### config.mk
export PLATFORM = sky130hd
export DESIGN_NAME = if_fetch_unit_flat
export DESIGN_NICKNAME = d
export VERILOG_FILES = /design/src/rtl/if_fetch_unit_pkg.sv /design/src/rtl/if_fetch_unit_if.sv /design/src/rtl/if_fetch_unit_pc_reg.sv /design/src/rtl/if_fetch_unit.sv /design/src/flat_wrapper.sv
export SDC_FILE = /design/constraint.sdc
export NUM_CORES = 1
export LEC_CHECK = 0
export ABC_AREA = 1
export CORE_MARGIN = 4
export CORE_UTILIZATION = 40
export DETAILED_ROUTE_END_ITERATION = 6
export PLACE_DENSITY = 0.77
export SYNTH_ARGS = -nofsm -noshare
export SYNTH_HDL_FRONTEND = slang
export SYNTH_SLANG_ARGS = --single-unit
export TNS_END_PERCENT = 1
### constraint.sdc
create_clock -name clk -period 1.95 [get_ports clk]
set_clock_uncertainty 0.2 [all_clocks]
set_input_delay 0.39 -clock clk [delete_from_list [all_inputs] [get_ports clk]]
set_output_delay 0.39 -clock clk [all_outputs]
set_load 0.005 [all_outputs]
### src/rtl/if_fetch_unit_pkg.sv
// Shared types and constants for the instruction-fetch front end.
// Imported by the fetch interface, the PC register and the fetch unit top.
package rv_fetch_pkg;

    localparam int XLEN = 32;

    localparam logic [XLEN-1:0] RESET_PC_DEFAULT = 32'h0000_0000;
    localparam logic [XLEN-1:0] PC_STEP_DEFAULT  = 32'd4;
    localparam logic [XLEN-1:0] PC_ALIGN_MASK    = 32'hFFFF_FFFC;

    typedef enum logic [1:0] {
        IDLE = 2'd0,
        REQ  = 2'd1,
        HOLD = 2'd2
    } fetch_state_t;

    function automatic logic [XLEN-1:0] align_pc(input logic [XLEN-1:0] addr);
        return addr & PC_ALIGN_MASK;
    endfunction

endpackage

### src/rtl/if_fetch_unit_if.sv
// Bundle of the fetch unit's control, instruction-memory and IF/ID signals.
// master = fetch unit side, slave = surrounding pipeline / memory side.
interface if_fetch_unit_if;
    import rv_fetch_pkg::*;

    logic            stall;
    logic            redirect_valid;
    logic [XLEN-1:0] redirect_target;
    logic [XLEN-1:0] imem_rdata;
    logic            imem_ready;
    logic            imem_req;
    logic [XLEN-1:0] imem_addr;
    logic            IF_ID_LE;
    logic            IF_ID_Flush;
    logic [XLEN-1:0] Instruction_OUT;
    logic [XLEN-1:0] PC_OUT;

    modport master (
        input  stall, redirect_valid, redirect_target, imem_rdata, imem_ready,
        output imem_req, imem_addr, IF_ID_LE, IF_ID_Flush, Instruction_OUT, PC_OUT
    );

    modport slave (
        output stall, redirect_valid, redirect_target, imem_rdata, imem_ready,
        input  imem_req, imem_addr, IF_ID_LE, IF_ID_Flush, Instruction_OUT, PC_OUT
    );

endinterface

### src/rtl/if_fetch_unit_pc_reg.sv
// Program counter register: redirect / increment / hold mux with a
// synchronous reset; the stored value is always word aligned.
module fetch_pc_reg
    import rv_fetch_pkg::*;
#(
    parameter logic [XLEN-1:0] RESET_PC = RESET_PC_DEFAULT,
    parameter logic [XLEN-1:0] PC_STEP  = PC_STEP_DEFAULT
) (
    input  logic            clk,
    input  logic            rst,
    input  logic            load,
    input  logic            inc,
    input  logic [XLEN-1:0] target,
    output logic [XLEN-1:0] pc
);

    logic [XLEN-1:0] pc_d;
    logic [XLEN-1:0] pc_q;

    // NOTE: every always_comb output gets a default first so no latch is inferred.
    always_comb begin
        pc_d = pc_q;
        if (load) begin
            pc_d = target;
        end else if (inc) begin
            pc_d = pc_q + PC_STEP;
        end
        pc_d = align_pc(pc_d);
    end

    // NOTE: state flops use non-blocking assignments; reset is synchronous here.
    always_ff @(posedge clk) begin
        if (rst) begin
            pc_q <= RESET_PC;
        end else begin
            pc_q <= pc_d;
        end
    end

    assign pc = pc_q;

endmodule

### src/rtl/if_fetch_unit.sv
// Instruction-fetch front end: drives the instruction-memory request and
// feeds the IF/ID register, absorbing wait states, stalls and redirects.
module if_fetch_unit
    import rv_fetch_pkg::*;
#(
    parameter logic [XLEN-1:0] RESET_PC = RESET_PC_DEFAULT,
    parameter logic [XLEN-1:0] PC_STEP  = PC_STEP_DEFAULT
) (
    input  logic           clk,
    input  logic           Reset,
    if_fetch_unit_if.master bus
);

    fetch_state_t    state_d, state_q;
    logic [XLEN-1:0] hold_d, hold_q;
    logic [XLEN-1:0] pc;
    logic            pc_load;
    logic            pc_inc;

    logic            imem_req;
    logic            if_id_le;
    logic            if_id_flush;
    logic [XLEN-1:0] instr_out;

    fetch_pc_reg #(
        .RESET_PC (RESET_PC),
        .PC_STEP  (PC_STEP)
    ) u_pc_reg (
        .clk    (clk),
        .rst    (Reset),
        .load   (pc_load),
        .inc    (pc_inc),
        .target (bus.redirect_target),
        .pc     (pc)
    );

    always_comb begin
        state_d     = state_q;
        hold_d      = hold_q;
        imem_req    = 1'b0;
        if_id_le    = 1'b0;
        if_id_flush = 1'b0;
        instr_out   = '0;
        pc_load     = 1'b0;
        pc_inc      = 1'b0;

        // Reset overrides whatever the registered state says this cycle.
        if (!Reset) begin
            unique case (state_q)
                IDLE: state_d = REQ;
                REQ: begin
                    imem_req = 1'b1;
                    if (bus.redirect_valid) begin
                        if_id_flush = 1'b1;
                        pc_load     = 1'b1;
                    end else if (bus.imem_ready) begin
                        if (bus.stall) begin
                            hold_d  = bus.imem_rdata;
                            state_d = HOLD;
                        end else begin
                            if_id_le  = 1'b1;
                            instr_out = bus.imem_rdata;
                            pc_inc    = 1'b1;
                        end
                    end
                end
                HOLD: begin
                    instr_out = hold_q;
                    if (bus.redirect_valid) begin
                        if_id_flush = 1'b1;
                        pc_load     = 1'b1;
                        hold_d      = '0;
                        state_d     = REQ;
                    end else if (!bus.stall) begin
                        if_id_le = 1'b1;
                        pc_inc   = 1'b1;
                        state_d  = REQ;
                    end
                end
                default: state_d = IDLE;
            endcase
        end
    end

    always_ff @(posedge clk) begin
        if (Reset) begin
            state_q <= IDLE;
            hold_q  <= '0;
        end else begin
            state_q <= state_d;
            hold_q  <= hold_d;
        end
    end

    assign bus.imem_req        = imem_req;
    assign bus.imem_addr       = Reset ? RESET_PC : pc;
    assign bus.PC_OUT          = Reset ? RESET_PC : pc;
    assign bus.IF_ID_LE        = if_id_le;
    assign bus.IF_ID_Flush     = if_id_flush;
    assign bus.Instruction_OUT = instr_out;

endmodule

### src/flat_wrapper.sv
// flat-port wrapper written by rule: the top's interface ports become plain ports
module if_fetch_unit_flat import rv_fetch_pkg::*;
#(
    parameter logic [XLEN-1:0] RESET_PC = RESET_PC_DEFAULT,
    parameter logic [XLEN-1:0] PC_STEP  = PC_STEP_DEFAULT
)
  (clk, Reset, bus_stall, bus_redirect_valid, bus_redirect_target, bus_imem_rdata, bus_imem_ready, bus_imem_req, bus_imem_addr, bus_IF_ID_LE, bus_IF_ID_Flush, bus_Instruction_OUT, bus_PC_OUT);
  if_fetch_unit_if bus_i ();
  input  logic clk;
  input  logic Reset;
  input wire logic [$bits(bus_i.stall)-1:0] bus_stall;
  input wire logic [$bits(bus_i.redirect_valid)-1:0] bus_redirect_valid;
  input wire logic [$bits(bus_i.redirect_target)-1:0] bus_redirect_target;
  input wire logic [$bits(bus_i.imem_rdata)-1:0] bus_imem_rdata;
  input wire logic [$bits(bus_i.imem_ready)-1:0] bus_imem_ready;
  output wire logic [$bits(bus_i.imem_req)-1:0] bus_imem_req;
  output wire logic [$bits(bus_i.imem_addr)-1:0] bus_imem_addr;
  output wire logic [$bits(bus_i.IF_ID_LE)-1:0] bus_IF_ID_LE;
  output wire logic [$bits(bus_i.IF_ID_Flush)-1:0] bus_IF_ID_Flush;
  output wire logic [$bits(bus_i.Instruction_OUT)-1:0] bus_Instruction_OUT;
  output wire logic [$bits(bus_i.PC_OUT)-1:0] bus_PC_OUT;
  assign bus_i.stall = bus_stall;
  assign bus_i.redirect_valid = bus_redirect_valid;
  assign bus_i.redirect_target = bus_redirect_target;
  assign bus_i.imem_rdata = bus_imem_rdata;
  assign bus_i.imem_ready = bus_imem_ready;
  assign bus_imem_req = bus_i.imem_req;
  assign bus_imem_addr = bus_i.imem_addr;
  assign bus_IF_ID_LE = bus_i.IF_ID_LE;
  assign bus_IF_ID_Flush = bus_i.IF_ID_Flush;
  assign bus_Instruction_OUT = bus_i.Instruction_OUT;
  assign bus_PC_OUT = bus_i.PC_OUT;
  if_fetch_unit #(.RESET_PC(RESET_PC), .PC_STEP(PC_STEP)) u_core (.clk(clk), .Reset(Reset), .bus(bus_i));
endmodule
# [Word-level counts from Yosys, hierarchy flattened]
# Cells that the tools add are included.
[word_totals] register_bits=66 in_bits=69 elab_cells=48
[op_classes] n_mux=30 eq_ne=7 n_reduce_logical=6 add_sub_neg=1
[ops] operator="2-to-1 mux 32 bit" count=11
[ops] operator="case mux 32 bit (2 select lines)" count=2
[ops] operator="adder 32 x 3 -> 32 bit, second input constant" count=1
[ops] operator="2-to-1 mux 1 bit" count=10
[ops] operator="2-to-1 mux 2 bit" count=5
[ops] operator="!= test 2 bit, second input constant" count=4
[ops] operator="case mux 2 bit (3 select lines)" count=1
[ops] operator="AND reduction 5 bit" count=1
[ops] operator="AND reduction 4 bit" count=1
[ops] operator="nonzero test 2 bit" count=2
[ops] operator="!= test 3 bit, second input constant" count=1
[ops] operator="== test 2 x 1 -> 1 bit, second input constant" count=1
[ops] operator="== test 2 bit, second input constant" count=1
[ops] operator="zero test 2 bit" count=1
[ops] operator="case mux 1 bit (2 select lines)" count=1
[ops] operator="OR reduction 2 bit" count=1

# [Logic depth before layout (Yosys ltp)]
[depth] ltp_word=7 ltp_mapped=13 mapped_depth_nobuf=11

# [Modules after synthesis]
# From an unflattened synthesis, not the netlist that was laid out.
[unflattened] cells_unflattened=710 area_unflattened_um2=4540.6
[by_module_without_submodules] module="if_fetch_unit" seq_area_each_um2=680.7 cells_each=384 area_per_inst_um2=2439.8 n_inst=1
[by_module_without_submodules] module="fetch_pc_reg" seq_area_each_um2=600.6 cells_each=326 area_per_inst_um2=2100.8 n_inst=1

# [Least setup slack after synthesis]
# No wires, ideal clock.
[synth_path] kind="register -> output" from="reg u_core.state_q[1]" to="out bus_Instruction_OUT[10]" slack_ps=33 path_buffers=1 t_arrival_ps=1327 path_stages_with_launch=10 cell_sequence="dfxtp_1 inv_1 ha_1 inv_1 nor2_1 nand2_1 inv_1 clkbuf_1 nand2_1 a21oi_1"
[synth_via] elab_chain_len=3 word_cells_on_any_way=4 classes_between="eq/ne (2); mux (2)"
[synth_rtl] element="start: declaration" line_no="if_fetch_unit.sv:14" source="fetch_state_t state_d, state_q;"
[synth_rtl] element="start signal: assignment" line_no="if_fetch_unit.sv:90" source="state_q <= state_d;"
[synth_rtl] element="== test 2 bit / == test 2 x 1 -> 1 bit (equally long branches)" line_no="if_fetch_unit.sv:49" source="unique case (state_q)"
[synth_rtl] element="case mux 32 bit (2 select lines) *" line_no="if_fetch_unit.sv:49"
[synth_rtl] element="2-to-1 mux 32 bit *" line_no="if_fetch_unit.sv:48" source="if (!Reset) begin"
[synth_rtl] element="end: declaration" line_no="flat_wrapper.sv:20" source="output wire logic [$bits(bus_i.Instruction_OUT)-1:0] bus_Instruction_OUT;"
# Every way passes the cells marked *; elsewhere a longest branch is shown, timed or not.

# [Final worst setup path]
[layout_path] from="reg u_core.state_q[1]" to="out bus_Instruction_OUT[19]"
# The elaborated chain is that of the path after synthesis.

==> summary.md <==
| Metric | Value |
|---|---|
| Status | finished, violations left |
| Violated checks | setup timing |
| Syn-to-layout area delta | 57.37% |
| Post-DP HPWL | 9.587 mm |
| Initial antenna violation count | 0 |
| Sequential share of the synthesized area | 0.2961 |
| Die area | 12540 um^2 |
| Critical Path Sink Type | output pin |
| Synth cell count leaders | nand2_1, nor2_1, nand3_1 |
| Initial drt markers | 392 |
| Internal power | 3893 uW |
| Antenna cell count | 0 |
| Hold Crit Depth | 4 |
| Global router's overall resource usage | 0.2222 |
| Arrival time at the worst endpoint | 1800 ps |
| DR vias | 5300 |
| CTS Buf Count | 9 |
| Ys Warns | 0 |
| Vias in the first global route | 4911 |
| WHS | 213.7 ps |
| Vias per inst | 4.967 |
| Gp weighted congestion | 0.8713 |
| Max cap viols | 0 |
| Top cells by area, synth | dfxtp_1, nand2_1, nor2_1 |
| Number of port buffers | 161 |
| FP Rows | 37 |
| Cell with the most instances after synthesis | nand2_1 |
| Fraction of power spent switching nets | 0.4147 |
| Worst R2R Setup Slack | -110 ps |
| Number of routed nets with antenna violations | 0 |
| Hold Crit Start | Reset |
| Post-Syn Area per Cell | 5.731 um^2 |
| Total core area | 10420 um^2 |
| Starting Density | 0.4154 |
| Area share of the largest cell type after synthesis | 0.2961 |
| Worst-path clk slew | 70 ps |
| Post-synth EDFFs | 0 |
| Htree depth | 3 |
| CTS tree | yes |
| Die Y | 112 um |
| Reg2Reg Capture Point | u_core.u_pc_reg.pc[29] |
| WL/cell | 13.43 um |
| Pwr Density | 976.7 nW/um^2 |
| Dpl cell area | 6232 um^2 |
| Cts hold-fix bufs | 0 |
| Async set-reset flop share out of synthesis | 0 |
| RSZ-0062 raised after global routing | true |
| Reg power frac | 0.300 |
| Area of the mapped netlist | 4327 um^2 |
| Primary FF master, synth | dfxtp_1 |
| Fmax | 0.4186 GHz |
| Unique masters post-synth | 26 |
| CTS Root Cell | clkbuf_8 |
| Post-route DRC violation count | 0 |
| Leakage | 0.003112 uW |
| Layout cells sized above 1 | 0.2610 |
| Hold path endpoint | u_core.state_q[0] |
| Crit path time final | 2389 ps |
| Setup TNS | -13850 ps |
| Gate power share | 0.530 |
| Final Instance Area | 6809 um^2 |
| TritonRoute pass-1 iters | 4 |
| Worst-Skew Late Latency | 330 ps |
| Crit path required time | 1360 ps |
| Final wirelength | 14.33 mm |
| Place WS | -698.8 ps |
| CP max FO | 7 |
| Worst vdd ir | 0.6497 mV |
| Chip width | 112 um |
| Reg2Reg Depth | 13 |
| Period utilization | 1.225 |
| Crit path kind | flip-flop to output pin |
| # setup viols final | 65 |
| Mapped Cells | 755 |
| Clock power share | 0.170 |
| Top cell type by total area after synthesis | dfxtp_1 |
| CTS max path bufs | 2 |
| Final worst setup slack | -438.7 ps |
| Max-slew violations | 0 |
| Worst reg2reg startpoint | u_core.state_q[0] |
| Clk sinks | 64 |
| Largest net degree at the start of global routing | 54 |
| Hold/Removal Path Class | input port to flip-flop |
| IO Count | 168 |
| Worst setup SP type | flip-flop |
| Total gr overflow | 0 |
| Nets@finish | 1000 |
| Register bit count reported by yosys | 64 |
| Final Hold Vio Count | 0 |
| First-pass GRT wire length | 23.57 mm |
| Net Sw Power | 2758 uW |
==> power by group through the flow <==
stage                     sequential (uW)  combinational (uW)  clock [uW]
after floorplan                      1900                1900           0
final                                2000                3520        1130
after global routing                 2050                3870        1220
after CTS                            1970                3410        1170
after detailed placement             1960                3140           0
after global placement               1950                3120           0
==> how the worst max path moves through the flow <==
stage	from	end	slack [ps]
floorplan	u_core.state_q[1]	bus_Instruction_OUT[10]	30
global placement	bus_redirect_valid	bus_Instruction_OUT[30]	-680
detailed placement	bus_redirect_valid	bus_Instruction_OUT[1]	-700
CTS	u_core.state_q[1]	bus_Instruction_OUT[1]	-430
global route	u_core.state_q[1]	bus_Instruction_OUT[19]	-520
finish	u_core.state_q[1]	bus_Instruction_OUT[19]	-440
==> metal layers <==
| layer | track usage | wire, um | up-vias |
|---|---|---|---|
| met3 | 0.03478 | 796 | 12 |
| met1 | 0.2989 | 6552 | 2431 |
| met4 | 0.06490 | 147 | 0 |
| met5 | 0 | 0 | - |
| met2 | 0.3685 | 6835 | 173 |
| li1 | - | - | 2684 |
==> registers in the layout, summed over array words and instances, names as in the netlist <==
signal / cells
u_core.state_q: 2
u_core.u_pc_reg.pc: 30
u_core.hold_q: 32
==> stage by stage <==
stage | power [uW] | utilization | std cells
6_report | 6650 | 0.6537 | 1067
5_1_grt | 7142 | 0.6537 | 1067
4_1_cts | 6551 | 0.6398 | 1066
3_5_place_dp | 5095 | 0.5983 | 1043
3_3_place_gp | 5066 | 0.5983 | 1043
2_1_floorplan | 3805 | - | 758
==> kinds of logic after synthesis <==
logic type / Yosys count / share of synthesized area
adder cells (fa/ha/maj): 4 / 0.01157
AND/OR/NAND/NOR: 470 / 0.4370
multiplexers: 1 / 0.002314
buffers and inverters: 126 / 0.1455
AO/OA/AOI/OAI: 88 / 0.1047
other: 1 / 0.0008667
flip-flops: 64 / 0.2961
XOR/XNOR: 1 / 0.002025
==> layout by cell type, fill, tap and decap left out, drive strengths merged, types with 3 or more instances in the layout <==
cell type      synthesis  layout
clkdlybuf4s50          0      66
nand2                263     263
dlygate4sd2            0      55
a21oi                 68      68
buf                   47     103
nor2                 126     126
clkinv                 0       3
conb                   1       4
inv                   55      55
ha                     4       4
nand3                 76      76
clkbuf                24      11
dlymetal6s2s           0       5
o21ai                 18      18
dfxtp                 64      64
==> area by class of cell <==
class                   instances  area, um^2
fillers                       965        3607
multi-input cells             568        2800
repair buffers                229        2115
flip-flops and latches         64        1321
inverters                      55       216.5
well taps                     136       170.2
clock buffers                  11       141.4
clock inverters                 4       45.04
==> repair_timing <==
action                     CTS  global route
gates cloned                 3             0
setup endpoints to repair  125            94
resized for setup          314            41
pin swaps                    7             8
buffers inserted             5             1
==> worst max-delay path, cell delays in order (launching register included) <==
cell,delay (ps)
dfxtp_2,340
inv_4,70
ha_4,140
inv_2,40
nor2_2,90
nand2_2,90
inv_4,80
buf_12,110
buf_8,120
nand2_4,50
a21oi_2,170
buf_2,150
Note: power is estimated with default switching activity, not from simulation.
